--- config.mk ---
export PLATFORM = sky130hd
export DESIGN_NAME = operand_sequencer
export DESIGN_NICKNAME = d
export VERILOG_FILES = /design/src/rtl/operand_sequencer_pkg.sv /design/src/rtl/operand_sequencer_key_debounce.sv /design/src/rtl/operand_sequencer.sv
export SDC_FILE = /design/constraint.sdc
export NUM_CORES = 1
export LEC_CHECK = 0
export CAP_MARGIN = 0
export CELL_PAD_IN_SITES_DETAIL_PLACEMENT = 1
export CELL_PAD_IN_SITES_GLOBAL_PLACEMENT = 2
export CORE_MARGIN = 2
export CORE_UTILIZATION = 35
export CTS_CLUSTER_SIZE = 12
export DETAILED_ROUTE_END_ITERATION = 8
export GPL_TIMING_DRIVEN = 1
export PLACE_DENSITY = 0.76
export RECOVER_POWER = 50
export SYNTH_ARGS = -nofsm -noshare
export SYNTH_HDL_FRONTEND = slang
export SYNTH_HIERARCHICAL = 1
export SYNTH_SLANG_ARGS = --single-unit
--- constraint.sdc ---
create_clock -name clk -period 2.27 [get_ports clk]
set_input_delay 0.681 -clock clk [delete_from_list [all_inputs] [get_ports clk]]
set_output_delay 0.681 -clock clk [all_outputs]
set_load 0.005 [all_outputs]
--- src/rtl/operand_sequencer_pkg.sv ---
// Shared definitions for the operand sequencer front end: op codes, step
// state codes and default button timing.
package operand_sequencer_pkg;

  localparam int unsigned DEFAULT_DEBOUNCE_CYCLES = 500000;
  localparam int unsigned DEFAULT_SYNC_STAGES     = 2;

  typedef enum logic [1:0] {
    OP_AND = 2'b00,
    OP_OR  = 2'b01,
    OP_XOR = 2'b10,
    OP_NOT = 2'b11
  } op_t;

  typedef enum logic [2:0] {
    SEL_OP = 3'd0,
    LOAD_A = 3'd1,
    LOAD_B = 3'd2,
    RUN    = 3'd3,
    SHOW   = 3'd4
  } step_t;

  function automatic logic is_unary(input op_t op);
    return op == OP_NOT;
  endfunction

endpackage

--- src/rtl/operand_sequencer_key_debounce.sv ---
// Pushbutton conditioner: synchronizer, stable-level debounce counter and a
// one-cycle strobe on each accepted press (falling edge of the accepted level).
module key_debounce
  import operand_sequencer_pkg::*;
#(
  parameter int unsigned DEBOUNCE_CYCLES = DEFAULT_DEBOUNCE_CYCLES,
  parameter int unsigned SYNC_STAGES     = DEFAULT_SYNC_STAGES
) (
  input  logic clk,
  input  logic reset_n,
  input  logic key_n,
  output logic pressPulse,
  output logic level
);

  localparam int unsigned    CW       = (DEBOUNCE_CYCLES > 1) ? $clog2(DEBOUNCE_CYCLES) : 1;
  localparam logic [CW-1:0]  CNT_LAST = CW'(DEBOUNCE_CYCLES - 1);
  localparam logic [CW-1:0]  CNT_ONE  = CW'(1);

  logic [SYNC_STAGES-1:0] r_sync;
  logic [CW-1:0]          r_cnt;
  logic                   r_level;
  logic                   r_pulse;
  logic                   w_sync;

  assign w_sync = r_sync[SYNC_STAGES-1];

  // The counter only runs while the synchronized level disagrees with the
  // accepted one, so any bounce back to the accepted level restarts it.
  always_ff @(posedge clk or negedge reset_n) begin
    if (!reset_n) begin
      r_sync  <= '1;
      r_cnt   <= '0;
      r_level <= 1'b1;
      r_pulse <= 1'b0;
    end else begin
      r_sync  <= {r_sync[SYNC_STAGES-2:0], key_n};
      r_pulse <= 1'b0;
      if (w_sync == r_level) begin
        r_cnt <= '0;
      end else if (r_cnt == CNT_LAST) begin
        r_level <= w_sync;
        r_cnt   <= '0;
        r_pulse <= ~w_sync;
      end else begin
        r_cnt <= r_cnt + CNT_ONE;
      end
    end
  end

  assign pressPulse = r_pulse;
  assign level      = r_level;

endmodule

--- src/rtl/operand_sequencer.sv ---
// Steps the user through op select, operand A, operand B (skipped for NOT),
// one run cycle and result display, driving the logical unit and latching its result.
module operand_sequencer
  import operand_sequencer_pkg::*;
#(
  parameter int unsigned DEBOUNCE_CYCLES = DEFAULT_DEBOUNCE_CYCLES,
  parameter int unsigned SYNC_STAGES     = DEFAULT_SYNC_STAGES
) (
  input  logic       clk,
  input  logic       reset_n,
  input  logic [7:0] switches,
  input  logic       enterKey_n,
  input  logic       clearKey_n,
  input  logic [7:0] resultIn,
  output logic [3:0] x,
  output logic [3:0] y,
  output logic [7:0] z,
  output logic [1:0] operation,
  output logic       operandValid,
  output logic [7:0] resultLatched,
  output logic [2:0] stepState
);

  logic w_enter_pulse;
  logic w_clear_pulse;
  // Debounced levels are available for status use but not needed here.
  logic w_enter_level_unused;
  logic w_clear_level_unused;

  key_debounce #(
    .DEBOUNCE_CYCLES (DEBOUNCE_CYCLES),
    .SYNC_STAGES     (SYNC_STAGES)
  ) u_enter_key (
    .clk        (clk),
    .reset_n    (reset_n),
    .key_n      (enterKey_n),
    .pressPulse (w_enter_pulse),
    .level      (w_enter_level_unused)
  );

  key_debounce #(
    .DEBOUNCE_CYCLES (DEBOUNCE_CYCLES),
    .SYNC_STAGES     (SYNC_STAGES)
  ) u_clear_key (
    .clk        (clk),
    .reset_n    (reset_n),
    .key_n      (clearKey_n),
    .pressPulse (w_clear_pulse),
    .level      (w_clear_level_unused)
  );

  step_t      r_state, w_state_nxt;
  op_t        r_op, w_op_nxt;
  logic [3:0] r_x, w_x_nxt;
  logic [3:0] r_y, w_y_nxt;
  logic [7:0] r_z, w_z_nxt;
  logic [7:0] r_result, w_result_nxt;
  logic       r_valid, w_valid_nxt;

  always_ff @(posedge clk or negedge reset_n) begin
    if (!reset_n) begin
      r_state <= SEL_OP;
    end else begin
      r_state <= w_state_nxt;
    end
  end

  always_ff @(posedge clk or negedge reset_n) begin
    if (!reset_n) begin
      r_op     <= OP_AND;
      r_x      <= '0;
      r_y      <= '0;
      r_z      <= '0;
      r_result <= '0;
      r_valid  <= 1'b0;
    end else begin
      r_op     <= w_op_nxt;
      r_x      <= w_x_nxt;
      r_y      <= w_y_nxt;
      r_z      <= w_z_nxt;
      r_result <= w_result_nxt;
      r_valid  <= w_valid_nxt;
    end
  end

  always_comb begin
    w_state_nxt  = r_state;
    w_op_nxt     = r_op;
    w_x_nxt      = r_x;
    w_y_nxt      = r_y;
    w_z_nxt      = r_z;
    w_result_nxt = r_result;

    // Clear takes priority over everything, including a coincident enter.
    if (w_clear_pulse) begin
      w_state_nxt  = SEL_OP;
      w_op_nxt     = OP_AND;
      w_x_nxt      = '0;
      w_y_nxt      = '0;
      w_z_nxt      = '0;
      w_result_nxt = '0;
    end else begin
      case (r_state)
        SEL_OP: begin
          if (w_enter_pulse) begin
            w_op_nxt    = op_t'(switches[1:0]);
            w_state_nxt = LOAD_A;
          end
        end
        LOAD_A: begin
          if (w_enter_pulse) begin
            if (is_unary(r_op)) begin
              w_z_nxt     = switches;
              w_x_nxt     = '0;
              w_y_nxt     = '0;
              w_state_nxt = RUN;
            end else begin
              w_x_nxt     = switches[3:0];
              w_z_nxt     = '0;
              w_state_nxt = LOAD_B;
            end
          end
        end
        LOAD_B: begin
          if (w_enter_pulse) begin
            w_y_nxt     = switches[3:0];
            w_state_nxt = RUN;
          end
        end
        RUN: begin
          w_result_nxt = resultIn;
          w_state_nxt  = SHOW;
        end
        SHOW: begin
          if (w_enter_pulse) begin
            w_state_nxt = SEL_OP;
          end
        end
        default: begin
          w_state_nxt = SEL_OP;
        end
      endcase
    end

    w_valid_nxt = (w_state_nxt == RUN) || (w_state_nxt == SHOW);
  end

  assign x             = r_x;
  assign y             = r_y;
  assign z             = r_z;
  assign operation     = r_op;
  assign operandValid  = r_valid;
  assign resultLatched = r_result;
  assign stepState     = r_state;

endmodule

# Word level (Yosys, flattened, before mapping)
# Index checks and enable logic that the tools add are counted.
# op_classes
add_sub_neg	2
eq_ne	14
mux	33
bitwise_logic	4
reduce_logical	12
# op_table
cell	count
19-bit two-way mux	4
8-bit two-way mux	6
19-bit by 1-bit adder with 19-bit output (second input constant)	2
19-bit equality test (second input constant)	2
4-bit two-way mux	8
3-bit two-way mux	5
3-bit one-hot mux with 5 select lines	1
3-bit by 2-bit equality test with 1-bit output (second input constant)	3
4-bit one-hot mux with 2 select lines	1
2-bit AND reduction	4
2-bit nonzero test	4
3-bit equality test (second input constant)	2
2-bit two-way mux	3
3-bit by 1-bit != test with 1-bit output (second input constant)	2
1-bit two-way mux	5
1-bit inverter	4
4-bit AND reduction	1
3-bit by 1-bit equality test with 1-bit output (second input constant)	1
3-bit logical NOT	1
3-bit by 2-bit != test with 1-bit output (second input constant)	1
3-bit nonzero test	1
1-bit equality test	2
2-bit equality test (second input constant)	1
1-bit logical OR	1
# word_totals
reg_bits	76
input_bits	20
out_inout_bits	30

# Longest topological paths before layout
# Gate-level depths: netlist (run 1).
# logic_depth
word_depth	7
depth_mapped	6
depth_no_buf	5

# Cells and area by module
# The synthesis (run 1) kept the hierarchy.
# by_module_without_submodules
mod	instances	cells_each	area_per_inst_um2
operand_sequencer	1	128	1370.1
key_debounce (u_clear_key)	1	106	1138.6
key_debounce (u_enter_key)	1	110	1122.3

# Least setup slack after synthesis (run 1)
# No wires, ideal clock.
# synth_timing
path_type	flip-flop to flip-flop
from	register u_enter_key.r_cnt[12]
to	register u_enter_key.r_cnt[10]
setup_ns	0.121
t_arrival_ns	1.586
path_slack_ns	0.562
path_stages_with_launch	6
n_path_buf	1
period_less_slack_ns	1.708
cell_sequence	dfrtp_1 > nor4b_1 > nand2_1 > o31ai_4 > buf_2 > nor2_1
# synth_via
elab_chain_cells	3
# synth_rtl
item	line_no	text
start: declaration	operand_sequencer_key_debounce.sv:21	logic [CW-1:0] r_cnt;
start signal: assignment	operand_sequencer_key_debounce.sv:46	r_cnt <= r_cnt + CNT_ONE;
19-bit equality test	operand_sequencer_key_debounce.sv:41	end else if (r_cnt == CNT_LAST) begin
19-bit two-way mux	operand_sequencer_key_debounce.sv:41	
19-bit two-way mux	operand_sequencer_key_debounce.sv:39	if (w_sync == r_level) begin
# Every way passes these cells.
# A chain may end at the register's enable or synchronous reset.

# Final worst setup path (run 1)
# layout_timing
from	register r_state[2], in the netlist stepState[2]
to	output stepState[2]
# layout_lines
item	line_no	text
start: declaration	operand_sequencer.sv:52	step_t r_state, w_state_nxt;
start signal: assignment	operand_sequencer.sv:64	r_state <= w_state_nxt;
end: declaration	operand_sequencer.sv:21	output logic [2:0] stepState
# No word-level cell between the ends.

==> results of run 1 <==
==> cells by family (layout without fill, tap and decap cells) <==
logic type	count (synthesis)	count (layout)	share of synthesized area [%]
DFF	76	76	52.6
AOI/OAI and AO/OA	36	36	7.06
and+or+nand+nor	166	166	25.2
buffers and inverters	18	75	2.83
adders and majority gates	2	2	0.689
muxes	13	13	3.65
xor gates and xnor gates	33	33	7.96
==> sequential cells by signal, indices dropped and copies added, names as in the netlist <==
signal                  count
u_enter_key/level           1
u_clear_key/r_cnt          19
stepState                   3
u_clear_key/pressPulse      1
operation                   2
u_clear_key/r_sync          2
x                           4
u_enter_key/r_cnt          19
u_enter_key/r_sync          2
y                           4
u_clear_key/level           1
resultLatched               8
u_enter_key/pressPulse      1
z                           8
operandValid                1
==> path summary, 6_finish.rpt <==
path	endpoint	slack [ns]	depth (start not counted)
max in group asynchronous	x[1]$_DFFE_PN0P_	0.39	2
worst max-delay path	stepState[2]	0.11	1
worst min-delay path	u_enter_key/r_sync[1]$_DFF_PN1_	0.36	0
worst min register to register	u_enter_key/r_sync[1]$_DFF_PN1_	0.36	0
min in group asynchronous	resultLatched[0]$_DFFE_PN0P_	0.73	1
worst max register to register	u_enter_key/pressPulse$_DFF_PN0_	0.38	5
==> per-stage QoR <==
step / total power, mW / hold slack [ns] / setup WS [ns] / cell area [sq um]
3_5_place_dp: 1.55 / 0.348 / 0.300 / 4260
3_3_place_gp: 1.55 / 0.346 / 0.428 / 4260
4_1_cts: 2.61 / 0.250 / 0.0457 / 4460
6_report: 2.56 / 0.359 / 0.107 / 4440
5_1_grt: 2.67 / 0.362 / 0.0364 / 4440
2_1_floorplan: 1.45 / 0.345 / 0.562 / 3630
==> per-layer routing <==
layer | GRT usage [%] | part of all wire [%] | vias to the layer above
li1 | - | - | 1316
met1 | 19.7 | 46 | 1416
met2 | 27.1 | 49 | 48
met3 | 2.84 | 3.6 | 9
met4 | 5.92 | 1.4 | 0
met5 | 0 | 0 | -
==> cell type report <==
class                   instances  area, sq um
fillers                      1152         5740
flip-flops and latches         76         1910
multi-input cells             250         1610
repair buffers                 54          532
well taps                     136          170
clock buffers                  10          138
clock inverters                 6         62.6
inverters                       5         18.8
==> cell usage after synthesis, drive strengths merged <==
| cell | instances |
|---|---|
| a2111oi | 1 |
| a211oi | 2 |
| a21o | 1 |
| a21oi | 20 |
| a31o | 1 |
| a31oi | 1 |
| a32oi | 4 |
| and2 | 2 |
| and3 | 2 |
| and4 | 3 |
| and4bb | 3 |
| buf | 9 |
| clkbuf | 4 |
| dfrtp | 70 |
| dfstp | 6 |
| ha | 2 |
| inv | 5 |
| mux2 | 2 |
| mux2i | 11 |
| nand2 | 31 |
| nand2b | 1 |
| nand3 | 22 |
| nand3b | 2 |
| nand4 | 16 |
| nand4b | 1 |
| nand4bb | 1 |
| nor2 | 52 |
| nor3 | 10 |
| nor3b | 1 |
| nor4 | 10 |
| nor4b | 4 |
| o21ai | 4 |
| o31a | 1 |
| o31ai | 1 |
| or2 | 1 |
| or2b | 2 |
| or3 | 1 |
| or4 | 1 |
| xnor2 | 23 |
| xor2 | 10 |
==> where the power goes <==
group	switching (mW)	internal [mW]	total, mW	leakage, nW
sequential	0.0184	1.38	1.39	0.932
combinational	0.0619	0.0610	0.123	0.788
clock	0.502	0.538	1.04	0.106
==> cell usage in the layout, fill, tap and decap left out, drive strengths merged, types with 3 or more instances in the layout <==
cell type      synthesis  final
a32oi                  4      4
o21ai                  4      4
nand2                 31     31
xor2                  10     10
nor3                  10     10
a21oi                 20     20
and4                   3      3
nand4                 16     16
clkbuf                 4     12
mux2i                 11     11
nor2                  52     52
clkdlybuf4s50          0     46
inv                    5      6
xnor2                 23     23
nand3                 22     22
dfrtp                 70     70
and4bb                 3      3
dfstp                  6      6
clkinv                 0      4
nor4                  10     10
nor4b                  4      4
buf                    9      4
==> repair_timing <==
item	in CTS	in global routing
endpoints found under the setup margin	0	2
resized for setup	0	2
hold buffers	0	0
==> qor.yml, run 1 <==
maxSlewHeadroom_pct: -7.71
dieArea_sq_mm: 0.0112
setup_tns_ns: 0
cts_buffers: 9
required_ns: 1.59
synth_cells: 344
path_class: "reg -> out"
cts_setup_buffers: 0
yosysWarnings: 6
grt_max_degree: 35
r2r-start: "u_enter_key/r_cnt[0]$_DFF_PN0_"
firstDrtPassIters: 5
initial_core_util_pct: 35.7
portBuffers: 49
grt-ovfl-total: 0
wl_um: 8230
drt_iter0_drc: 62
arrival_ns: 1.48
synth_area_sq_mm: 0.00363
final_util_pct: 43.6
routedWlPerCell_um: 15.3
syn-num-nets: 366
status: "complete, but fails checks"
netlist.top_cell.by_area: "dfrtp_1"
drc: 0
synth.avg_cell_area_sq_um: 10.6
min-delay-start: "u_enter_key/r_sync[0]$_DFF_PN1_"
cts_tree: "done"
detail-route-antenna-nets: 0
slew_viol_final: 29
synth_area_leaders: "dfrtp_1 48%, xnor2_1 5.5%, nor2_1 5.4%, dfstp_2 4.3%, nand2_1 3.2%"
finalHoldViolCount: 0
fin_nets: 418
hold_class: "reg -> reg"
hpwl_um: 5850
clockBufferDepth: 2
fin_cells: 537
die-height_um: 106
gp_congestion: 0.792
ys_ff_latch: 76
rsz0062_at_grt: "false"
grt_pass1_vias: 2970
diodes: 0
routed-via-count: 2789
skew_ns: 0.00843
clk_pin_slew_ns: 0.08
critPathMaxFanout: 10
synth_cell_type_count: 51
crit_family: "buffers and inverters"
maxCapViolations: 1
crit_start: "stepState[2]$_DFF_PN0_"
grt_antenna_before_repair: 0
drive_gt1_share_pct: 11.7
p_leak_nw: 1.83
clock.fmax_mhz: 462
rows: 37
fp.dieW_um: 106
grt_pass1_wl_um: 14200
crit_path_end_kind: "primary output"
grt_usage_pct: 15.7
period_minus_slack_ns: 2.16
path_cells: "clkdlybuf4s50_1"
critPathBufInv: 1
clk_latency_ns: 0.35
htree_levels: 3
clkSinkCount: 76
violations: "capacitance limit, slew limit"
start_kind: "flip-flop"
ioPinCount: 50
post-route-period-util_pct: 95.3
setup-violations-final: 0
crit_slowest_cell: "clkdlybuf4s50_1"
power_density_mw_per_mm2: 576
peakVddDrop_v: 0.000238
ys_seq_area_share_pct: 52.6
via_per_inst: 5.19
core_area_sq_mm: 0.0102
tightest_slew_ns: 1.62
area_growth_syn_to_layout_pct: 22.3
netlist.area_leader.share_pct: 48.2
dp.cells: 521
cts_root_buffer: "clkbuf_8"
cp_slowest_stage_delay_ns: 0.57
Power figures use the tool's default switching activity.
==> run 2: changes to the inputs <==
--- a/config.mk
+++ b/config.mk
@@ -5,7 +5,7 @@
 export SDC_FILE = /design/constraint.sdc
 export NUM_CORES = 1
 export LEC_CHECK = 0
-export CAP_MARGIN = 0
+export CAP_MARGIN = 10
 export CELL_PAD_IN_SITES_DETAIL_PLACEMENT = 1
 export CELL_PAD_IN_SITES_GLOBAL_PLACEMENT = 2
 export CORE_MARGIN = 2
==> results of run 2 <==
No change in the layout: final DEF, timing and power equal those of run 1.
